$ cat config.mk
export PLATFORM = sky130hd
export DESIGN_NAME = uart_loader_flat
export DESIGN_NICKNAME = d
export VERILOG_FILES = /design/src/rtl/uart_loader_pkg.sv /design/src/rtl/uart_loader_if.sv /design/src/rtl/uart_loader_rx.sv /design/src/rtl/uart_loader.sv /design/src/flat_wrapper.sv
export SDC_FILE = /design/constraint.sdc
export NUM_CORES = 1
export LEC_CHECK = 0
export ABC_AREA = 1
export BUFFER_PORTS_ARGS = -buffer_cell sky130_fd_sc_hd__buf_2
export CAP_MARGIN = 20
export CORE_MARGIN = 2
export CORE_UTILIZATION = 27
export CTS_BUF_LIST = sky130_fd_sc_hd__clkbuf_8
export DETAILED_ROUTE_END_ITERATION = 7
export PLACE_DENSITY = 0.53
export SYNTH_ARGS = -nofsm -noshare
export SYNTH_HDL_FRONTEND = slang
export SYNTH_SLANG_ARGS = --single-unit
$ cat constraint.sdc
create_clock -name clk -period 2.1 [get_ports clk]
set_input_delay 0.42 -clock clk [delete_from_list [all_inputs] [get_ports clk]]
set_output_delay 0.42 -clock clk [all_outputs]
set_load 0.01 [all_outputs]
$ cat src/rtl/uart_loader_pkg.sv
// Shared widths, FSM encodings and address helper for the UART program loader.
package uart_loader_pkg;

  localparam int UART_DATA_WID = 32;
  localparam int ADDR_WID      = 32;

  typedef enum logic [1:0] {RX_IDLE, RX_START, RX_DATA, RX_STOP} rx_state_t;
  typedef enum logic [1:0] {L_RECV, L_HOLD, L_DONE} ld_state_t;

  function automatic logic [ADDR_WID-1:0] word_addr(input logic [ADDR_WID-1:0] idx,
                                                    input int step);
    return idx * ADDR_WID'(step);
  endfunction

endpackage

$ cat src/rtl/uart_loader_if.sv
// Memory-port-B write bus driven by the loader while the core is held in reset.
interface uart_loader_if;
  import uart_loader_pkg::*;

  logic [UART_DATA_WID-1:0] uart_data;
  logic [ADDR_WID-1:0]      uart_addr;
  logic                     uart_done;

  modport master (output uart_data, uart_addr, uart_done);
  modport slave  (input  uart_data, uart_addr, uart_done);
endinterface

$ cat src/rtl/uart_loader_rx.sv
// UART byte receiver: 2-flop synchronizer, start-bit glitch rejection, 8N1 framing.
module uart_loader_rx
  import uart_loader_pkg::*;
#(
  parameter int CLKS_PER_BIT = 868
) (
  input  logic       clk,
  input  logic       rst,
  input  logic       rx,
  output logic       byte_valid,
  output logic [7:0] byte_data,
  output logic       frame_err_pulse,
  output logic       busy
);

  localparam int CW = $clog2(CLKS_PER_BIT + 1);
  localparam logic [CW-1:0] FULL = CW'(CLKS_PER_BIT - 1);
  localparam logic [CW-1:0] HALF = CW'(CLKS_PER_BIT / 2 - 1);

  rx_state_t     state;
  logic          rx_meta, rx_s, rx_d;
  logic [CW-1:0] cnt;
  logic [2:0]    bit_idx;
  logic [7:0]    shreg;

  assign busy = (state != RX_IDLE);

  always_ff @(posedge clk) begin
    if (rst) begin
      rx_meta         <= 1'b1;
      rx_s            <= 1'b1;
      rx_d            <= 1'b1;
      state           <= RX_IDLE;
      cnt             <= '0;
      bit_idx         <= '0;
      shreg           <= '0;
      byte_valid      <= 1'b0;
      byte_data       <= '0;
      frame_err_pulse <= 1'b0;
    end else begin
      rx_meta         <= rx;
      rx_s            <= rx_meta;
      rx_d            <= rx_s;
      byte_valid      <= 1'b0;
      frame_err_pulse <= 1'b0;
      case (state)
        RX_IDLE: begin
          cnt <= '0;
          if (rx_d && !rx_s) state <= RX_START;
        end
        RX_START: begin
          if (cnt == HALF) begin
            cnt     <= '0;
            bit_idx <= '0;
            state   <= rx_s ? RX_IDLE : RX_DATA;
          end else cnt <= cnt + 1'b1;
        end
        RX_DATA: begin
          if (cnt == FULL) begin
            cnt     <= '0;
            shreg   <= {rx_s, shreg[7:1]};
            bit_idx <= bit_idx + 3'd1;
            if (bit_idx == 3'd7) state <= RX_STOP;
          end else cnt <= cnt + 1'b1;
        end
        RX_STOP: begin
          if (cnt == FULL) begin
            cnt   <= '0;
            state <= RX_IDLE;
            if (rx_s) begin
              byte_valid <= 1'b1;
              byte_data  <= shreg;
            end else frame_err_pulse <= 1'b1;
          end else cnt <= cnt + 1'b1;
        end
        default: state <= RX_IDLE;
      endcase
    end
  end

endmodule

$ cat src/rtl/uart_loader.sv
// Boot loader: packs UART bytes little-endian into words and streams them to memory.
// Optional idle-timeout finish is enabled with `define UART_LOADER_TIMEOUT_EN.
module uart_loader
  import uart_loader_pkg::*;
#(
  parameter int CLK_FREQ    = 100_000_000,
  parameter int BAUD        = 115_200,
  parameter int WORD_COUNT  = 16384,
  parameter int ADDR_STEP   = 4,
  parameter int TIMEOUT_CYC = 2_000_000
) (
  input  logic         clk,
  input  logic         rst,
  input  logic         rx,
  input  logic         skip,
  uart_loader_if.master mem,
  output logic         frame_err
);

  localparam int CLKS_PER_BIT = CLK_FREQ / BAUD;
  localparam int WIW          = $clog2(WORD_COUNT) + 1;

  logic                     byte_valid, frame_err_pulse, rx_busy;
  logic [7:0]               byte_data;
  ld_state_t                state;
  logic [1:0]               byte_idx;
  logic [WIW-1:0]           word_idx;
  logic [UART_DATA_WID-1:0] word_buf, asm_word, commit_word;
  logic [UART_DATA_WID-1:0] data_q;
  logic [ADDR_WID-1:0]      addr_q;
  logic                     done_q, hold_cnt;
  logic                     tmo, tmo_fire, bv_commit, pad_commit, commit, last;

  uart_loader_rx #(.CLKS_PER_BIT(CLKS_PER_BIT)) u_rx (
    .clk             (clk),
    .rst             (rst),
    .rx              (rx),
    .byte_valid      (byte_valid),
    .byte_data       (byte_data),
    .frame_err_pulse (frame_err_pulse),
    .busy            (rx_busy)
  );

  assign mem.uart_data = data_q;
  assign mem.uart_addr = addr_q;
  assign mem.uart_done = done_q;

`ifdef UART_LOADER_TIMEOUT_EN
  localparam int TW = $clog2(TIMEOUT_CYC + 1);
  logic [TW-1:0] idle_cnt;

  // Idle means no frame in flight; the count saturates at the threshold.
  always_ff @(posedge clk) begin
    if (rst || byte_valid || rx_busy || state != L_RECV) idle_cnt <= '0;
    else if (idle_cnt != TW'(TIMEOUT_CYC))               idle_cnt <= idle_cnt + 1'b1;
  end

  assign tmo = (idle_cnt == TW'(TIMEOUT_CYC)) && (word_idx != '0 || byte_idx != 2'd0);
`else
  localparam int unused_tmo_cyc = TIMEOUT_CYC;
  logic unused_busy;
  assign unused_busy = rx_busy;
  assign tmo         = 1'b0;
`endif

  always_comb begin
    asm_word = word_buf;
    asm_word[8*byte_idx +: 8] = byte_data;
  end

  // word_buf is cleared on every commit, so a timed-out partial word is already zero-padded.
  assign bv_commit   = byte_valid && (byte_idx == 2'd3);
  assign tmo_fire    = (state == L_RECV) && tmo && !byte_valid;
  assign pad_commit  = tmo_fire && (byte_idx != 2'd0);
  assign commit      = (state == L_RECV) && (bv_commit || pad_commit);
  assign commit_word = bv_commit ? asm_word : word_buf;
  assign last        = (word_idx == WIW'(WORD_COUNT - 1));

  always_ff @(posedge clk) begin
    if (rst) begin
      state     <= L_RECV;
      byte_idx  <= '0;
      word_idx  <= '0;
      word_buf  <= '0;
      data_q    <= '0;
      addr_q    <= '0;
      done_q    <= 1'b0;
      hold_cnt  <= 1'b0;
      frame_err <= 1'b0;
    end else begin
      if (frame_err_pulse && state != L_DONE) frame_err <= 1'b1;
      case (state)
        L_RECV: begin
          if (byte_valid) begin
            byte_idx <= byte_idx + 2'd1;
            word_buf <= bv_commit ? '0 : asm_word;
          end
          if (commit) begin
            data_q   <= commit_word;
            addr_q   <= word_addr(ADDR_WID'(word_idx), ADDR_STEP);
            word_idx <= word_idx + 1'b1;
          end
          if (pad_commit) begin
            byte_idx <= '0;
            word_buf <= '0;
          end
          if (skip) begin
            state  <= L_DONE;
            done_q <= 1'b1;
          end else if ((commit && last) || tmo_fire) begin
            state    <= L_HOLD;
            hold_cnt <= 1'b0;
          end
        end
        L_HOLD: begin
          if (hold_cnt) state <= L_DONE;
          else          hold_cnt <= 1'b1;
        end
        L_DONE:  done_q <= 1'b1;
        default: state  <= L_RECV;
      endcase
    end
  end

endmodule

$ cat src/flat_wrapper.sv
// flat-port wrapper written by rule: the top's interface ports become plain ports
module uart_loader_flat import uart_loader_pkg::*;
#(
  parameter int CLK_FREQ    = 100_000_000,
  parameter int BAUD        = 115_200,
  parameter int WORD_COUNT  = 16384,
  parameter int ADDR_STEP   = 4,
  parameter int TIMEOUT_CYC = 2_000_000
)
  (clk, rst, rx, skip, frame_err, mem_uart_data, mem_uart_addr, mem_uart_done);
  uart_loader_if mem_i ();
  input  logic clk;
  input  logic rst;
  input  logic rx;
  input  logic skip;
  output logic frame_err;
  output wire logic [$bits(mem_i.uart_data)-1:0] mem_uart_data;
  output wire logic [$bits(mem_i.uart_addr)-1:0] mem_uart_addr;
  output wire logic [$bits(mem_i.uart_done)-1:0] mem_uart_done;
  assign mem_uart_data = mem_i.uart_data;
  assign mem_uart_addr = mem_i.uart_addr;
  assign mem_uart_done = mem_i.uart_done;
  uart_loader #(.CLK_FREQ(CLK_FREQ), .BAUD(BAUD), .WORD_COUNT(WORD_COUNT), .ADDR_STEP(ADDR_STEP), .TIMEOUT_CYC(TIMEOUT_CYC)) u_core (.clk(clk), .rst(rst), .rx(rx), .skip(skip), .mem(mem_i), .frame_err(frame_err));
endmodule
Word-level counts from Yosys, hierarchy flattened
Cells that the tools add are included.
Widths: inputs -> output; s select.
{ "classes": {"addsub": 5, "mul": 0, "n_div": 0, "order_cmp": 0, "eq_ne": 21, "n_shift": 2, "mux": 27, "bitwise_logic": 3, "reduce_logical": 22} }
{ "ops": {"columns": ["op", "count"], "rows": [
  ["$mux 32", 2],
  ["$neg 5->34", 1],
  ["$shift 8x34->32 const A", 1],
  ["$shiftx 8x34->32", 1],
  ["$bwmux 32", 1],
  ["$pmux 10 s3", 1],
  ["$mux 10", 2],
  ["$mux 2", 9],
  ["$ne 2x2->1 const B", 9],
  ["$add 15x1->15 const B", 1],
  ["$eq 15x14->1 const B", 1],
  ["$reduce_and 3->1", 4],
  ["$add 10x1->10 const B", 1],
  ["$eq 10x10->1 const B", 1],
  ["$eq 10x9->1 const B", 1],
  ["$eq 2x2->1 const B", 4],
  ["$pmux 2 s4", 1],
  ["$reduce_and 2->1", 4],
  ["$mux 3", 2],
  ["$pmux 2 s3", 1],
  ["$pmux 3 s2", 1],
  ["$reduce_bool 2->1", 3],
  ["$logic_and 1x1->1", 5],
  ["$mux 1", 5],
  ["13 further kinds", 18]
]} }
{ "totals": {"reg_bits": 137, "latchBits": 0, "ram_bits": 0, "rom_bits": 0, "input_bits": 4, "elab_cells": 99, "mem_count": 0} }

Longest topological paths before layout
{ "logic_depth": {"ltp_word": 7, "depth_mapped": 11} }

Modules after synthesis
Synthesis repeated with hierarchy kept, for this count alone.
{ "hier_totals": {"cells_unflattened": 843, "hier_area_um2": 6130.9} }
{ "modules_own_cells": {"columns": ["mod", "instances", "cells_per_inst", "area_each_um2", "seq_area_each_um2"], "rows": [
  ["uart_loader", 1, 655, 4588.2, 2021.9],
  ["uart_loader_rx", 1, 188, 1542.7, 720.7]
]} }

Worst setup path after synthesis
Ideal clock, no wire load.
{ "synth_timing": {"path_kind": "reg-to-reg", "start": "reg u_core.byte_idx[0]", "end": "reg u_core.word_buf[6]", "arrival_ns": 1.620, "slack_ns": 0.348, "stages_incl_launch_ff": 11, "n_path_buf": 2, "period_less_slack_ns": 1.752, "cell_sequence": "dfxtp_1 > inv_1 > buf_2 > ha_1 > inv_1 > clkbuf_1 > nor3_1 > a22oi_1 > inv_1 > nand2_1 > a21oi_1"} }
{ "synth_via": {"elab_chain_len": 4, "word_cells_on_any_way": 7} }
{ "synth_rtl": {"columns": ["item", "line", "rtl"], "rows": [
  ["start, declared", "uart_loader.sv:26", "logic [1:0] byte_idx;"],
  ["start signal, assigned", "uart_loader.sv:95", "byte_idx <= byte_idx + 2'd1;"],
  ["$neg 5->34", "uart_loader.sv:68", "asm_word[8*byte_idx +: 8] = byte_data;"],
  ["$shiftx 8x34->32 or $shift 8x34->32 (tied branches)", "uart_loader.sv:68", null],
  ["$bwmux 32", "uart_loader.sv:68", null],
  ["$mux 32 (*)", "uart_loader.sv:96", "word_buf <= bv_commit ? '0 : asm_word;"],
  ["end signal, assigned", "uart_loader.sv:96", null],
  ["end, declared", "uart_loader.sv:28", "logic [UART_DATA_WID-1:0] word_buf, asm_word, commit_word;"]
]} }
Every way passes the cells marked *; elsewhere a longest branch is shown, timed or not.
A chain may end at the register's enable or synchronous reset.

Final worst setup path
{ "layout_timing": {"start": "reg u_core.byte_idx[0]", "end": "reg u_core.data_q[27], in the netlist u_core.mem.uart_data[27]"} }
{ "layout_via": {"elab_chain_len": 4, "word_cells_on_any_way": 9} }
{ "layout_rtl": {"columns": ["item", "line", "rtl"], "rows": [
  ["$neg 5->34 or $eq 2x2->1 (tied branches)", "uart_loader.sv:68, uart_loader.sv:72", null],
  ["$shiftx 8x34->32 (tied with other cells)", "uart_loader.sv:68", null],
  ["$bwmux 32 or $logic_and 1x1->1 (tied branches)", "uart_loader.sv:68, uart_loader.sv:75", null],
  ["$mux 32 or $reduce_and 2->1 (tied branches)", null, null],
  ["end signal, assigned", "uart_loader.sv:99", "data_q <= commit_word;"],
  ["end, declared", "uart_loader.sv:29", "logic [UART_DATA_WID-1:0] data_q;"]
]} }
Parallel ways exist; a longest one is shown, timed or not.

==> results.md <==
- Area of the die: 0.0217 mm2
- Final wirelength: approximately 13000 um
- Category of the critical setup timing path: flop to flop
- Power density normalized to cell area: 698 mW/mm2
- Synth Register Bits: between 100 and 150
- Layout overhead on the synthesized area: 16.2%
- Port Buf Inserts: 52
- Diodes inserted: 0
- Count of final max-slew check failures: 0
- NetSw: just over 0.001 W
- Die Span Y: between 100 and 150 um
- Delay contributed by the slowest stage of the critical path: around 400 ps
- Post-cts gate resize count: 0
- X dimension of the die: approximately 150 um
- CTS max path bufs: 2
- Proportion of netlist area held by the largest area contributor: about 47%
- Status: finished, final reports clean
- Yosys cell types: 35
- Synth area leader: dfxtp_1
- Sum of negative setup slack: 0 ps
- CP endpoint kind: flop
- Setup-violating endpoint count in the final report: 0
- Kind of launch point of the worst setup path: flop
- Hold buffers post-CTS: 0
- Weighted congestion reported at the end of routability-driven placement: 0.802
- Number of buffers added for setup after CTS: 0
- First-pass iteration count of the detailed router: 5
- Number of global-route vias before repair: about 4600
- Number of buffers created by CTS: 17
- Family with the most delay on the worst path: simple AND/OR/NAND/NOR gates
- Starting utilization of the core area: 27.5%
- Share of total power in the clock network: between 40% and 50%
- Number of vias in the routed layout: roughly 4700
- Clock transition time at the flip-flop clock pins of the worst setup and hold paths: approximately 70 ps
- Global-route wire length before repair: between 20000 and 25000 um
- Post-detailed-route via-to-cell ratio: 4.36
- Max-cap violations: 0
- Standard-cell rows: 52
- Worst clock skew: 14.5 ps
- Worst path slowest cell: ha_1
- Half-perimeter wire length after detailed placement: about 9300 um
- Synth warnings: 0
- Cell internal power dissipation: 0.00348 W
- Core ar.: 0.0202 mm2
- H-tree levels: 4
- Antenna violations before repair: 0
- Global-route usage over all layers: a little over an eighth
- Cells traversed along the worst timing path: inv_1 -> ha_1 -> nor2_1 -> inv_1 -> nor2_4 -> inv_2 -> nor3_1 -> a21oi_1 -> nor2_1
- Initial DRC Count: just under 300
- Critical path fanouts, max: 8
- Clock tree from TritonCTS: yes
- Largest net degree at the start of global routing: 40
- Portion of the post-synthesis area used by sequential elements: between 40% and 50%
- Worst IR Drop VDD: ~0.00032 V
- Fmax: 548 MHz
- Crit path time final: 1830 ps
- Share of total power consumed by net switching: between 20% and 30%
- Gr ovfl total: 0
- Fraction of final layout cells with drive strength greater than 1: about 15%
- Bufs and invs on worst path: 3
- Final period utilization: 87.0%
- CTS sink count: roughly 130
- Clock root cell: clkbuf_8
- Comb pwr share: under 10%
- Ranking of synthesized cells by area: dfxtp_1 (47%), nand2_1 (11%), o21ai_0 (6.3%), a21oi_1 (6.1%), inv_1 (5.8%)
- Arrival time worst endpoint: 2200 ps
- Average instance area after synthesis: approximately 7.5 um2
- Routed wire length per instance: ~12 um
- Synth Instances: 740
- Io pins: 70
- Required @ worst endpoint: ~2500 ps
- Class of the most critical hold timing path: input pin to flop
- Post-layout nets: slightly above 800
- Clock latency on the worst-skew pair: 450 ps
- Post-Synthesis Cell Area: approximately 0.0055 mm2
- Drt drc: 0
- Unrepaired setup endpoints after global routing: no
- Leakage power figure: around 2.7 nW
- Final count of hold timing violations: 0
- Hold WS: approximately 160 ps
- Antenna-violating nets left: 0
- Flop pwr share: between 50% and 60%
## synth_stat cells (all sizes together)
cell type / count
a22o: 4
nand4: 8
o21ai: 71
dfxtp: 129
ha: 10
o211ai: 1
nand2: 160
buf: 32
nor2: 64
a31oi: 2
or2: 3
a21boi: 11
a22oi: 8
xor2: 6
nor3: 33
conb: 1
a21oi: 68
inv: 91
nor3b: 2
nand3: 18
clkbuf: 12
o21a: 2
nand3b: 1
xnor2: 1
o31ai: 2
## power by group through the flow
stage / logic (W) / clock network, W / registers (W)
finish: 0.000137 / 0.00189 / 0.00247
global route: 0.000158 / 0.00208 / 0.00247
CTS: 0.000141 / 0.00197 / 0.00247
detailed placement: 0.000140 / 0 / 0.00253
global placement: 0.000140 / 0 / 0.00253
floorplan: 0.000123 / 0 / 0.00252
## worst paths after layout
| path | slack [ps] | cells after the start | end | from |
|---|---|---|---|---|
| hold / removal | 160 | 2 | u_core.u_rx.rx_meta | rx |
| hold reg to reg | 410 | 1 | u_core.u_rx.rx_s | u_core.u_rx.rx_meta |
| setup / recovery | 270 | 9 | u_core.mem.uart_data[27] | u_core.byte_idx[0] |
| setup reg to reg | 270 | 9 | u_core.mem.uart_data[27] | u_core.byte_idx[0] |
## per-stage QoR
stage          power (W)  util (%)  setup WS [ps]  std cells  area [um2]
2_1_floorplan    0.00265         -            348        756        5600
3_3_place_gp     0.00267      30.2            240       1050        6100
3_5_place_dp     0.00267      30.2            166       1050        6100
4_1_cts          0.00458      31.9            130       1078        6440
5_1_grt          0.00471      32.0           74.3       1078        6440
6_report         0.00450      32.0            274       1078        6440
## layout make-up
cell class,count,area (um2)
Clock buffer,20,275
Clock inverter,8,66.3
Fill cell,2220,13700
Inverter,91,342
Multi-Input combinational cell,492,2430
Sequential cell,129,2580
Tap cell,270,338
Timing Repair Buffer,68,405
## state kept, by name (all words and copies together), names as in the netlist, named ones only
signal and count:
u_core.frame_err 1, u_core.u_rx.bit_idx 3, u_core.mem.uart_data 32, u_core.word_idx 15, u_core.u_rx.rx_meta 1, u_core.u_rx.shreg 8
u_core.u_rx.state 1, u_core.u_rx.byte_data 8, u_core.mem.uart_done 1, u_core.word_buf 24, u_core.u_rx.frame_err_pulse 1, u_core.byte_idx 2
u_core.u_rx.byte_valid 1, u_core.hold_cnt 1, u_core.u_rx.rx_d 1, u_core.state 2, u_core.u_rx.cnt 10, u_core.u_rx.rx_s 1
u_core.mem.uart_addr 15
## layout by cell type, fill, tap and decap left out, types with 3 or more instances in the layout
cell type and count:
a21boi_0 11, a21oi_1 68, a22o_1 4, a22oi_1 8
buf_2 52, buf_4 14, clkbuf_8 20, clkinv_2 5
conb_1 17, dfxtp_1 128, ha_1 9, inv_1 86
inv_2 6, nand2_1 156, nand2_2 4, nand3_1 17
nand4_1 8, nor2_1 59, nor2_2 3, nor3_1 31
o21ai_0 70, or2_2 3, xor2_1 6
## cell families after synthesis
family	synth area share (%)
AOI/OAI and AO/OA	16.7
xor gates and xnor gates	1.11
adders and majority gates	2.26
buffers and inverters	10.7
DFF	46.6
other	0.0676
and+or+nand+nor	22.5
## routing by layer
layer	track usage (%)	part of all wire, %
met5	0	0
met4	3.99	0.93
met3	3.88	5.2
met2	20.9	46
met1	17.0	48
(Power assumes the default switching activity.)
